[config.mk]
export PLATFORM = sky130hd
export DESIGN_NAME = fpu_scheduler
export DESIGN_NICKNAME = d
export VERILOG_FILES = /design/src/rtl/fpu_pkg.sv /design/src/rtl/fpu_scheduler_rr_arb2.sv /design/src/rtl/fpu_scheduler.sv
export SDC_FILE = /design/constraint.sdc
export NUM_CORES = 1
export LEC_CHECK = 0
export BUFFER_PORTS_ARGS = -buffer_cell sky130_fd_sc_hd__buf_2
export CAP_MARGIN = 5
export CORE_UTILIZATION = 40
export DETAILED_ROUTE_END_ITERATION = 10
export PLACE_DENSITY = 0.87
export SETUP_SLACK_MARGIN = 0.5
export SLEW_MARGIN = 20
export SYNTH_ARGS = -nofsm -noshare
export SYNTH_HDL_FRONTEND = slang
export SYNTH_SLANG_ARGS = --single-unit
[constraint.sdc]
create_clock -name clk -period 1.75 [get_ports clk]
set_input_delay 0.0875 -clock clk [delete_from_list [all_inputs] [get_ports clk]]
set_output_delay 0.0875 -clock clk [all_outputs]
set_load 0.02 [all_outputs]
[src/rtl/fpu_pkg.sv]
// Shared definitions for the FPU scheduler: operand field widths, op codes,
// status bit positions and the scheduler state encoding.
package fpu_pkg;

  localparam int EXP_WIDTH    = 7;
  localparam int MANT_WIDTH   = 24;
  localparam int DATA_WIDTH   = 1 + EXP_WIDTH + MANT_WIDTH;
  localparam int STATUS_WIDTH = 4;

  localparam logic [1:0] OP_ADD = 2'b00;
  localparam logic [1:0] OP_SUB = 2'b01;

  localparam int ST_EXACT     = 0;
  localparam int ST_OVERFLOW  = 1;
  localparam int ST_UNDERFLOW = 2;
  localparam int ST_INEXACT   = 3;

  typedef enum logic [1:0] {
    S_IDLE = 2'd0,
    S_EXEC = 2'd1,
    S_RESP = 2'd2
  } sched_state_t;

  // Only add and sub are sent to the FPU; anything else is answered locally.
  function automatic logic op_is_legal(input logic [1:0] op);
    return (op == OP_ADD) || (op == OP_SUB);
  endfunction

endpackage

[src/rtl/fpu_scheduler_rr_arb2.sv]
// Two-way round-robin arbiter. A lone requester always wins; on a tie the
// requester that did not win last time is granted. Purely combinational.
module rr_arb2
  import fpu_pkg::*;
(
  input  logic [1:0] req,
  input  logic       last_grant,
  output logic [1:0] grant
);

  // One-hot grant selection
  always_comb begin
    grant = 2'b00;
    case (req)
      2'b01:   grant = 2'b01;
      2'b10:   grant = 2'b10;
      2'b11:   grant = last_grant ? 2'b01 : 2'b10;
      default: grant = 2'b00;
    endcase
  end

endmodule

[src/rtl/fpu_scheduler.sv]
// Schedules two requesters onto one shared external FPU, one transaction at
// a time. Illegal ops are answered directly with rsp_err set.
//
// Handshakes: a transfer happens on a rising edge where valid and ready are
// both high; ready never depends on valid of the same channel except through
// arbitration in IDLE, and a response is held unchanged until taken.
module fpu_scheduler
  import fpu_pkg::*;
#(
  parameter int FPU_LATENCY = 1  // legal range 1..15
) (
  input  logic                         clk,
  input  logic                         reset,
  input  logic [1:0]                   req_valid,
  output logic [1:0]                   req_ready,
  input  logic [1:0][DATA_WIDTH-1:0]   req_a,
  input  logic [1:0][DATA_WIDTH-1:0]   req_b,
  input  logic [1:0][1:0]              req_op,
  output logic [1:0]                   rsp_valid,
  input  logic [1:0]                   rsp_ready,
  output logic [DATA_WIDTH-1:0]        rsp_data,
  output logic [STATUS_WIDTH-1:0]      rsp_status,
  output logic                         rsp_err,
  output logic [DATA_WIDTH-1:0]        fpu_a,
  output logic [DATA_WIDTH-1:0]        fpu_b,
  output logic [1:0]                   fpu_op,
  input  logic [DATA_WIDTH-1:0]        fpu_data_in,
  input  logic [STATUS_WIDTH-1:0]      fpu_status_in,
  output logic                         busy,
  output logic [15:0]                  done_cnt,
  output logic [1:0]                   state_dbg
);

  // EXEC lasts FPU_LATENCY cycles; the counter runs down to zero.
  localparam logic [3:0] LAT_M1 = 4'(FPU_LATENCY - 1);

  sched_state_t state, state_nxt;

  logic                    last_grant;
  logic [3:0]              cnt;
  logic [DATA_WIDTH-1:0]   op_a, op_b;
  logic [1:0]              op_op;
  logic                    op_id;
  logic [DATA_WIDTH-1:0]   rsp_data_q;
  logic [STATUS_WIDTH-1:0] rsp_status_q;
  logic                    rsp_err_q;
  logic [15:0]             done_cnt_q;

  logic [1:0] grant;
  logic       accept;
  logic       accept_id;
  logic       accept_legal;
  logic       rsp_hs;

  rr_arb2 u_arb (
    .req        (req_valid),
    .last_grant (last_grant),
    .grant      (grant)
  );

  assign accept       = |(req_valid & req_ready);
  assign accept_id    = req_ready[1];
  assign accept_legal = op_is_legal(req_op[accept_id]);
  assign rsp_hs       = (state == S_RESP) && rsp_ready[op_id];

  // State register
  always_ff @(posedge clk) begin
    if (reset) state <= S_IDLE;
    else       state <= state_nxt;
  end

  // Next-state logic
  always_comb begin
    state_nxt = state;
    case (state)
      S_IDLE: if (accept) state_nxt = accept_legal ? S_EXEC : S_RESP;
      S_EXEC: if (cnt == 4'd0) state_nxt = S_RESP;
      S_RESP: if (rsp_hs) state_nxt = S_IDLE;
      default: state_nxt = S_IDLE;
    endcase
  end

  // FSM-driven outputs; reset masks ready so it wins over a same-cycle accept
  always_comb begin
    req_ready = 2'b00;
    rsp_valid = 2'b00;
    busy      = (state != S_IDLE);
    if (state == S_IDLE && !reset) req_ready = grant;
    if (state == S_RESP) rsp_valid = op_id ? 2'b10 : 2'b01;
  end

  // Transaction registers, latency counter, result capture and completion count
  always_ff @(posedge clk) begin
    if (reset) begin
      last_grant   <= 1'b1;
      cnt          <= 4'd0;
      op_a         <= '0;
      op_b         <= '0;
      op_op        <= 2'b00;
      op_id        <= 1'b0;
      rsp_data_q   <= '0;
      rsp_status_q <= '0;
      rsp_err_q    <= 1'b0;
      done_cnt_q   <= 16'd0;
    end else begin
      if (accept) begin
        op_a       <= req_a[accept_id];
        op_b       <= req_b[accept_id];
        op_op      <= req_op[accept_id];
        op_id      <= accept_id;
        last_grant <= accept_id;
        cnt        <= LAT_M1;
        if (!accept_legal) begin
          rsp_data_q   <= '0;
          rsp_status_q <= '0;
          rsp_err_q    <= 1'b1;
        end
      end else if (state == S_EXEC) begin
        if (cnt == 4'd0) begin
          rsp_data_q   <= fpu_data_in;
          rsp_status_q <= fpu_status_in;
          rsp_err_q    <= 1'b0;
        end else begin
          cnt <= cnt - 4'd1;
        end
      end
      if (rsp_hs) done_cnt_q <= done_cnt_q + 16'd1;
    end
  end

  assign fpu_a      = op_a;
  assign fpu_b      = op_b;
  assign fpu_op     = op_op;
  assign rsp_data   = rsp_data_q;
  assign rsp_status = rsp_status_q;
  assign rsp_err    = rsp_err_q;
  assign done_cnt   = done_cnt_q;
  assign state_dbg  = state;

endmodule

==> tab_implementation.tex, run 1 <==
\begin{tabular}{lr}
\hline
Metric & Value \\
\hline
\multicolumn{2}{l}{\textbf{STA}} \\
\quad Worst setup endpoint after the global-route repair\_timing & rsp\_data[6]\$\_SDFFE\_PP0P\_/D \\
\quad Type of pin the worst path ends at & register data pin \\
\multicolumn{2}{l}{\textbf{Placed design}} \\
\quad Count of buffers inserted at the top-level ports & between 200 and 300 \\
\quad Detailed Place HPWL & between 10 and 15 mm \\
\quad Final weighted congestion in routability-driven placement & 0.880 \\
\multicolumn{2}{l}{\textbf{Floorplanning}} \\
\quad Number of placement rows & 41 \\
\quad Io pins & 300 \\
\quad Horiz. Die Dim & 116 microns \\
\quad Die extent in y & between 100 and 150 microns \\
\quad Initial standard-cell utilization of the core & 0.410 \\
\multicolumn{2}{l}{\textbf{Outcome}} \\
\quad Error message & [ERROR DPL-0038] Utilization greater than 100\%, impossible to legalize \\
\quad Fail Step & global routing (5\_1\_grt) \\
\quad Run status & did not finish \\
\multicolumn{2}{l}{\textbf{Clocking}} \\
\quad Count of clock tree sinks & 127 \\
\quad Clock tree root driver cell & clkbuf\_16 \\
\quad CTS H-Tree Depth & 4 \\
\quad Maximum number of buffers from clock root to sink & 2 \\
\quad Clock buffer count from CTS & 17 \\
\multicolumn{2}{l}{\textbf{Yosys}} \\
\quad Net count of the mapped netlist & 765 \\
\quad Share of Yosys cell area claimed by the top area cell type & 0.491 \\
\quad Synthesized area & 0.00518 sq mm \\
\quad Dominant register cell in the synthesized netlist & dfxtp\_1 \\
\quad Yosys Warn Count & 0 \\
\quad Per-instance average area after synthesis & 8.79 sq um \\
\quad Sequential cell area fraction in the yosys report & 0.491 \\
\quad Cell count after synthesis & 589 \\
\quad Count of cell types in the netlist & 44 \\
\quad Cell type with the highest aggregate area in the netlist & dfxtp\_1 \\
\quad EDFF count, synth & 0 \\
\quad Fraction of registers with async set or reset after synthesis & 0 \\
\quad Flip-flop and latch count after synthesis & 127 \\
\quad Top post-synthesis cells by area & dfxtp\_1 49\%, o311ai\_0 11\%, nand3\_1 6.8\% \\
\multicolumn{2}{l}{\textbf{Global route}} \\
\quad Maximum number of pins on one net before global-route repair & 73 \\
\hline
\end{tabular}
[what timing repair did]
action	4_1_cts
setup endpoints to repair	125
hold endpoints to repair	102
resized for setup	104
setup buffers	44
hold buffers	167
pin swaps	32
cloned	24
[metrics by stage]
step	TNS (ps)	instances	setup slack [ps]	cell area (sq um)
after floorplan	0	589	107	5700
after global placement	-870	1031	-26.6	7300
after detailed placement	-568	1031	-37.1	7300
after CTS	0	1298	58.7	11100
[synthesized netlist by cell type, types with 5 or more instances]
master    instances
nand4_1           5
a21oi_1          10
inv_1            70
nand2_1          79
xor2_1            5
nor2_1           20
o21ai_0           6
clkbuf_1         30
o311ai_0         64
nand3_1          70
a22o_1           36
buf_2            12
dfxtp_1         127
xnor2_1           5
[kinds of logic after synthesis]
kind of cell,count (synthesis),synth area share
and+or+nand+nor,200,0.182
muxes,4,0.00846
xor gates and xnor gates,10,0.0169
AOI/OAI and AO/OA,130,0.209
buffers and inverters,116,0.0877
adders and majority gates,2,0.00483
DFF,127,0.491
==> run 2: changes to the inputs <==
--- a/config.mk
+++ b/config.mk
@@ -7,10 +7,9 @@
 export LEC_CHECK = 0
 export BUFFER_PORTS_ARGS = -buffer_cell sky130_fd_sc_hd__buf_2
 export CAP_MARGIN = 5
-export CORE_UTILIZATION = 40
+export CORE_UTILIZATION = 30
 export DETAILED_ROUTE_END_ITERATION = 10
-export PLACE_DENSITY = 0.87
-export SETUP_SLACK_MARGIN = 0.5
+export PLACE_DENSITY_LB_ADDON = 0.15
 export SLEW_MARGIN = 20
 export SYNTH_ARGS = -nofsm -noshare
 export SYNTH_HDL_FRONTEND = slang
==> constraint.sdc (replaced) <==
create_clock -name clk -period 2.27 [get_ports clk]
set_input_delay 0.1135 -clock clk [delete_from_list [all_inputs] [get_ports clk]]
set_output_delay 0.1135 -clock clk [all_outputs]
set_load 0.02 [all_outputs]
==> tab_implementation.tex, run 2 <==
\begin{tabular}{lr}
\hline
Metric & Value \\
\hline
\multicolumn{2}{l}{\textbf{Layout}} \\
\quad Total number of nets in the final design & 1,215 \\
\quad Growth of design area from synthesis to finish & 78.4\% \\
\quad Leading cell types in the layout, fill and taps excluded & 299 x buf\_2, 168 x dlygate4sd3\_1, 127 x dfxtp\_1 \\
\quad Commonest non-fill, non-tap cell in the layout & buf\_2 \\
\quad Post-route cell area & about 0.0092 sq mm \\
\quad Share of cells above drive strength 1 & 0.332 \\
\quad Ant diodes & 0 \\
\multicolumn{2}{l}{\textbf{Detailed routing}} \\
\quad Wire length per cell & 14.4 microns \\
\quad Via density per instance & 4.74 \\
\quad Iteration-0 DRC count of the detailed router & 309 \\
\quad Count of unresolved DRC violations after routing & 0 \\
\quad Pre-Repair DR Iteration Count & 4 \\
\quad Routed via count & about 6,000 \\
\quad Overall routed net length & 18.3 mm \\
\quad Number of antenna-violating nets in the routed design & 0 \\
\multicolumn{2}{l}{\textbf{Floorplanning}} \\
\quad Number of placement rows & 47 (+15\%) \\
\quad Die area & 0.0178 sq mm \\
\quad Placeable core region & roughly 0.017 sq mm \\
\quad Horiz. Die Dim & 133 microns (+15\%) \\
\quad Die extent in y & 133 microns (+15\%) \\
\quad Io pins & 300 (unchanged) \\
\quad Initial standard-cell utilization of the core & 0.310 (-0.100) \\
\multicolumn{2}{l}{\textbf{Yosys}} \\
\quad EDFF count, synth & 0 (unchanged) \\
\quad Most instantiated cells after synthesis & 127 x dfxtp\_1, 79 x nand2\_1, 70 x inv\_1, 70 x nand3\_1, 64 x o311ai\_0 \\
\quad Synthesized area & 0.00518 sq mm (unchanged) \\
\quad Sequential cell area fraction in the yosys report & 0.491 (unchanged) \\
\quad Yosys Warn Count & 0 (unchanged) \\
\quad Cell count after synthesis & 589 (unchanged) \\
\quad Share of Yosys cell area claimed by the top area cell type & 0.491 (unchanged) \\
\quad Most common cell in the synthesized netlist & dfxtp\_1 \\
\quad Fraction of registers with async set or reset after synthesis & 0 (unchanged) \\
\quad Cell type with the highest aggregate area in the netlist & dfxtp\_1 \\
\quad Net count of the mapped netlist & 765 (unchanged) \\
\quad Dominant register cell in the synthesized netlist & dfxtp\_1 \\
\quad Flip-flop and latch count after synthesis & 127 (unchanged) \\
\quad Count of cell types in the netlist & 44 (unchanged) \\
\quad Top post-synthesis cells by area & dfxtp\_1 49\%, o311ai\_0 11\%, nand3\_1 6.8\% \\
\quad Per-instance average area after synthesis & 8.79 sq um (unchanged) \\
\multicolumn{2}{l}{\textbf{Clocking}} \\
\quad Count of clock tree sinks & 127 (unchanged) \\
\quad CTS H-Tree Depth & 4 (unchanged) \\
\quad CTS clk-pin slew, worst paths & 60 ps \\
\quad Clock buffer count from CTS & 17 (unchanged) \\
\quad Clock latency on the worst-skew pair & 420 ps \\
\quad Buffers inserted during post-CTS setup optimization & 0 (-100\%) \\
\quad CTS tree & yes \\
\quad Maximum number of buffers from clock root to sink & 2 (unchanged) \\
\quad Clock tree root driver cell & clkbuf\_16 \\
\multicolumn{2}{l}{\textbf{Critical path}} \\
\quad Setup crit end kind & primary output \\
\quad Worst-path cell chain & nor2\_1, nand3\_2, inv\_2, buf\_2 \\
\quad Worst reg2reg endpoint & done\_cnt[13] \\
\quad Crit-path max cell delay & 380 ps \\
\quad R2R Path Start & state\_dbg[1] \\
\quad Largest fanout on the critical path & 18 \\
\quad Signal arrival time at the worst endpoint & 1840 ps \\
\quad Count of buffer and inverter cells on the critical path & 2 \\
\quad Crit Path Class & reg2out \\
\quad Data required, critical path & $\sim$2200 ps \\
\quad Critical path startpoint category & flip-flop \\
\quad R2R cell count & 4 \\
\quad Kind of cell with the highest combined delay on the critical path & buffers and inverters \\
\quad Worst reg-to-reg setup slack & 350 ps \\
\quad Critical-path top delay cell & dfxtp\_1 \\
\multicolumn{2}{l}{\textbf{Pwr}} \\
\quad Total power of the final layout & 0.00723 W \\
\quad IR Drop Worst-Case VDD & 0.501 mV \\
\quad Leak pwr & around 4.2 nW \\
\quad Power Dens Cells & just under 800 mW/mm\^{}2 \\
\multicolumn{2}{l}{\textbf{STA}} \\
\quad Setup violations, final & 0 \\
\quad Setup TNS & 0 ps \\
\quad Actual transition at the worst max-transition pin & $\sim$790 ps \\
\quad Max Fclk & 512 MHz \\
\quad Setup repair after global routing missed its margin & no \\
\quad Final min period & roughly 2000 ps \\
\quad Skew final & 11.8 ps \\
\quad Worst slew margin & 0.472 \\
\quad Number of hold-slack violations in the final timing report & 0 \\
\quad Final slew viol count & 0 \\
\quad Period Utilization, post-route & 0.860 \\
\multicolumn{2}{l}{\textbf{Hold path}} \\
\quad Hold depth & 3 \\
\quad Hold path startpoint & req\_op[1] \\
\quad Hold Crit Class & in2reg \\
\quad Endpoint of the worst hold path & state\_dbg[0] \\
\multicolumn{2}{l}{\textbf{Outcome}} \\
\quad Run status & finished clean \\
\multicolumn{2}{l}{\textbf{Placed design}} \\
\quad Detailed Place HPWL & 10.9 mm (-6.4\%) \\
\quad Area after DPL & 0.00690 sq mm (-5.5\%) \\
\quad Count of buffers inserted at the top-level ports & 299 (unchanged) \\
\quad Final weighted congestion in routability-driven placement & 0.771 (-12\%) \\
\multicolumn{2}{l}{\textbf{Global route}} \\
\quad Maximum number of pins on one net before global-route repair & 87 \\
\quad All-layer global routing usage & 0.207 \\
\quad Antenna violations before repair & 0 \\
\quad Number of global-route vias before repair & 6,117 \\
\quad Global-route wire length before repair & 29.4 mm \\
\quad Residual overflow from global routing & 0 \\
\multicolumn{2}{l}{\textbf{Flow run}} \\
\quad Max Cap Viol & 0 \\
\hline
\end{tabular}
## run 2: cell counts after synthesis
No cell type changed its count.
## run 2: metrics by stage
| step | hold slack (ps) | utilization | setup WS [ps] | cells |
|---|---|---|---|---|
| after global routing | 63.2 | 0.553 | 161 | 1272 |
| final | 43.2 | 0.553 | 317 | 1272 |
| after global placement | 323 | 0.413 | 396 | 1072 |
| after floorplan | 239 | - | 404 | 589 |
| after CTS | 12.4 | 0.553 | 282 | 1272 |
| after detailed placement | 327 | 0.413 | 368 | 1072 |
## run 2: cell families after synthesis
group,share of synthesized area
adder cells (fa/ha/maj),0.00483
buffers and inverters,0.0877
AND/OR/NAND/NOR,0.182
AO/OA/AOI/OAI,0.209
flip-flops,0.491
multiplexers,0.00846
XOR/XNOR,0.0169
## run 2: metal layers
metal | up-vias | wire, microns | global-route usage | share of wire
met2 | 221 | 8550 | 0.339 | 0.47
met1 | 2761 | 8150 | 0.247 | 0.44
met4 | 0 | 566 | 0.104 | 0.031
met5 | - | 0 | 0 | 0
li1 | 3005 | - | - | -
met3 | 46 | 1060 | 0.0567 | 0.058
## run 2: worst max-delay path by stage
stage | depth (start not counted) | slack [ps] | start | endpoint
3_3_place_gp | 4 | 400 | state_dbg[1] | done_cnt[13]
6_report | 4 | 320 | state_dbg[1] | req_ready[1]
4_1_cts | 4 | 280 | state_dbg[1] | req_ready[1]
3_5_place_dp | 4 | 370 | state_dbg[1] | done_cnt[15]
2_1_floorplan | 5 | 400 | state_dbg[1] | done_cnt[13]
5_1_grt | 4 | 160 | state_dbg[1] | req_ready[1]
## run 2: what timing repair did
action | 4_1_cts | 5_1_grt
gates resized for setup | 0 | 0
setup endpoints to repair | 0 | 0
hold buffers | 168 | 0
hold endpoints to repair | 103 | 0
## run 2: final cells by class
class	count	area (sq um)
fillers	1512	7470
inverters	70	263
repair buffers	477	3300
well taps	220	275
clock buffers	19	443
multi-input cells	346	2200
flip-flops and latches	127	2540
clock inverters	13	211
## run 2: worst reg2reg max path: cells and delay by family (launching register included)
family           cells  cell delay [ps]
AND/OR/NAND/NOR      3             1240
AO/OA/AOI/OAI        1              140
flip-flops           1              480
## run 2: report_power, final
part / switching [W] / internal, W
combinational: 0.000886 / 0.000689
sequential: 0.000139 / 0.00249
clock: 0.00104 / 0.00198
total: 0.00207 / 0.00516
Power figures use the tool's default switching activity.
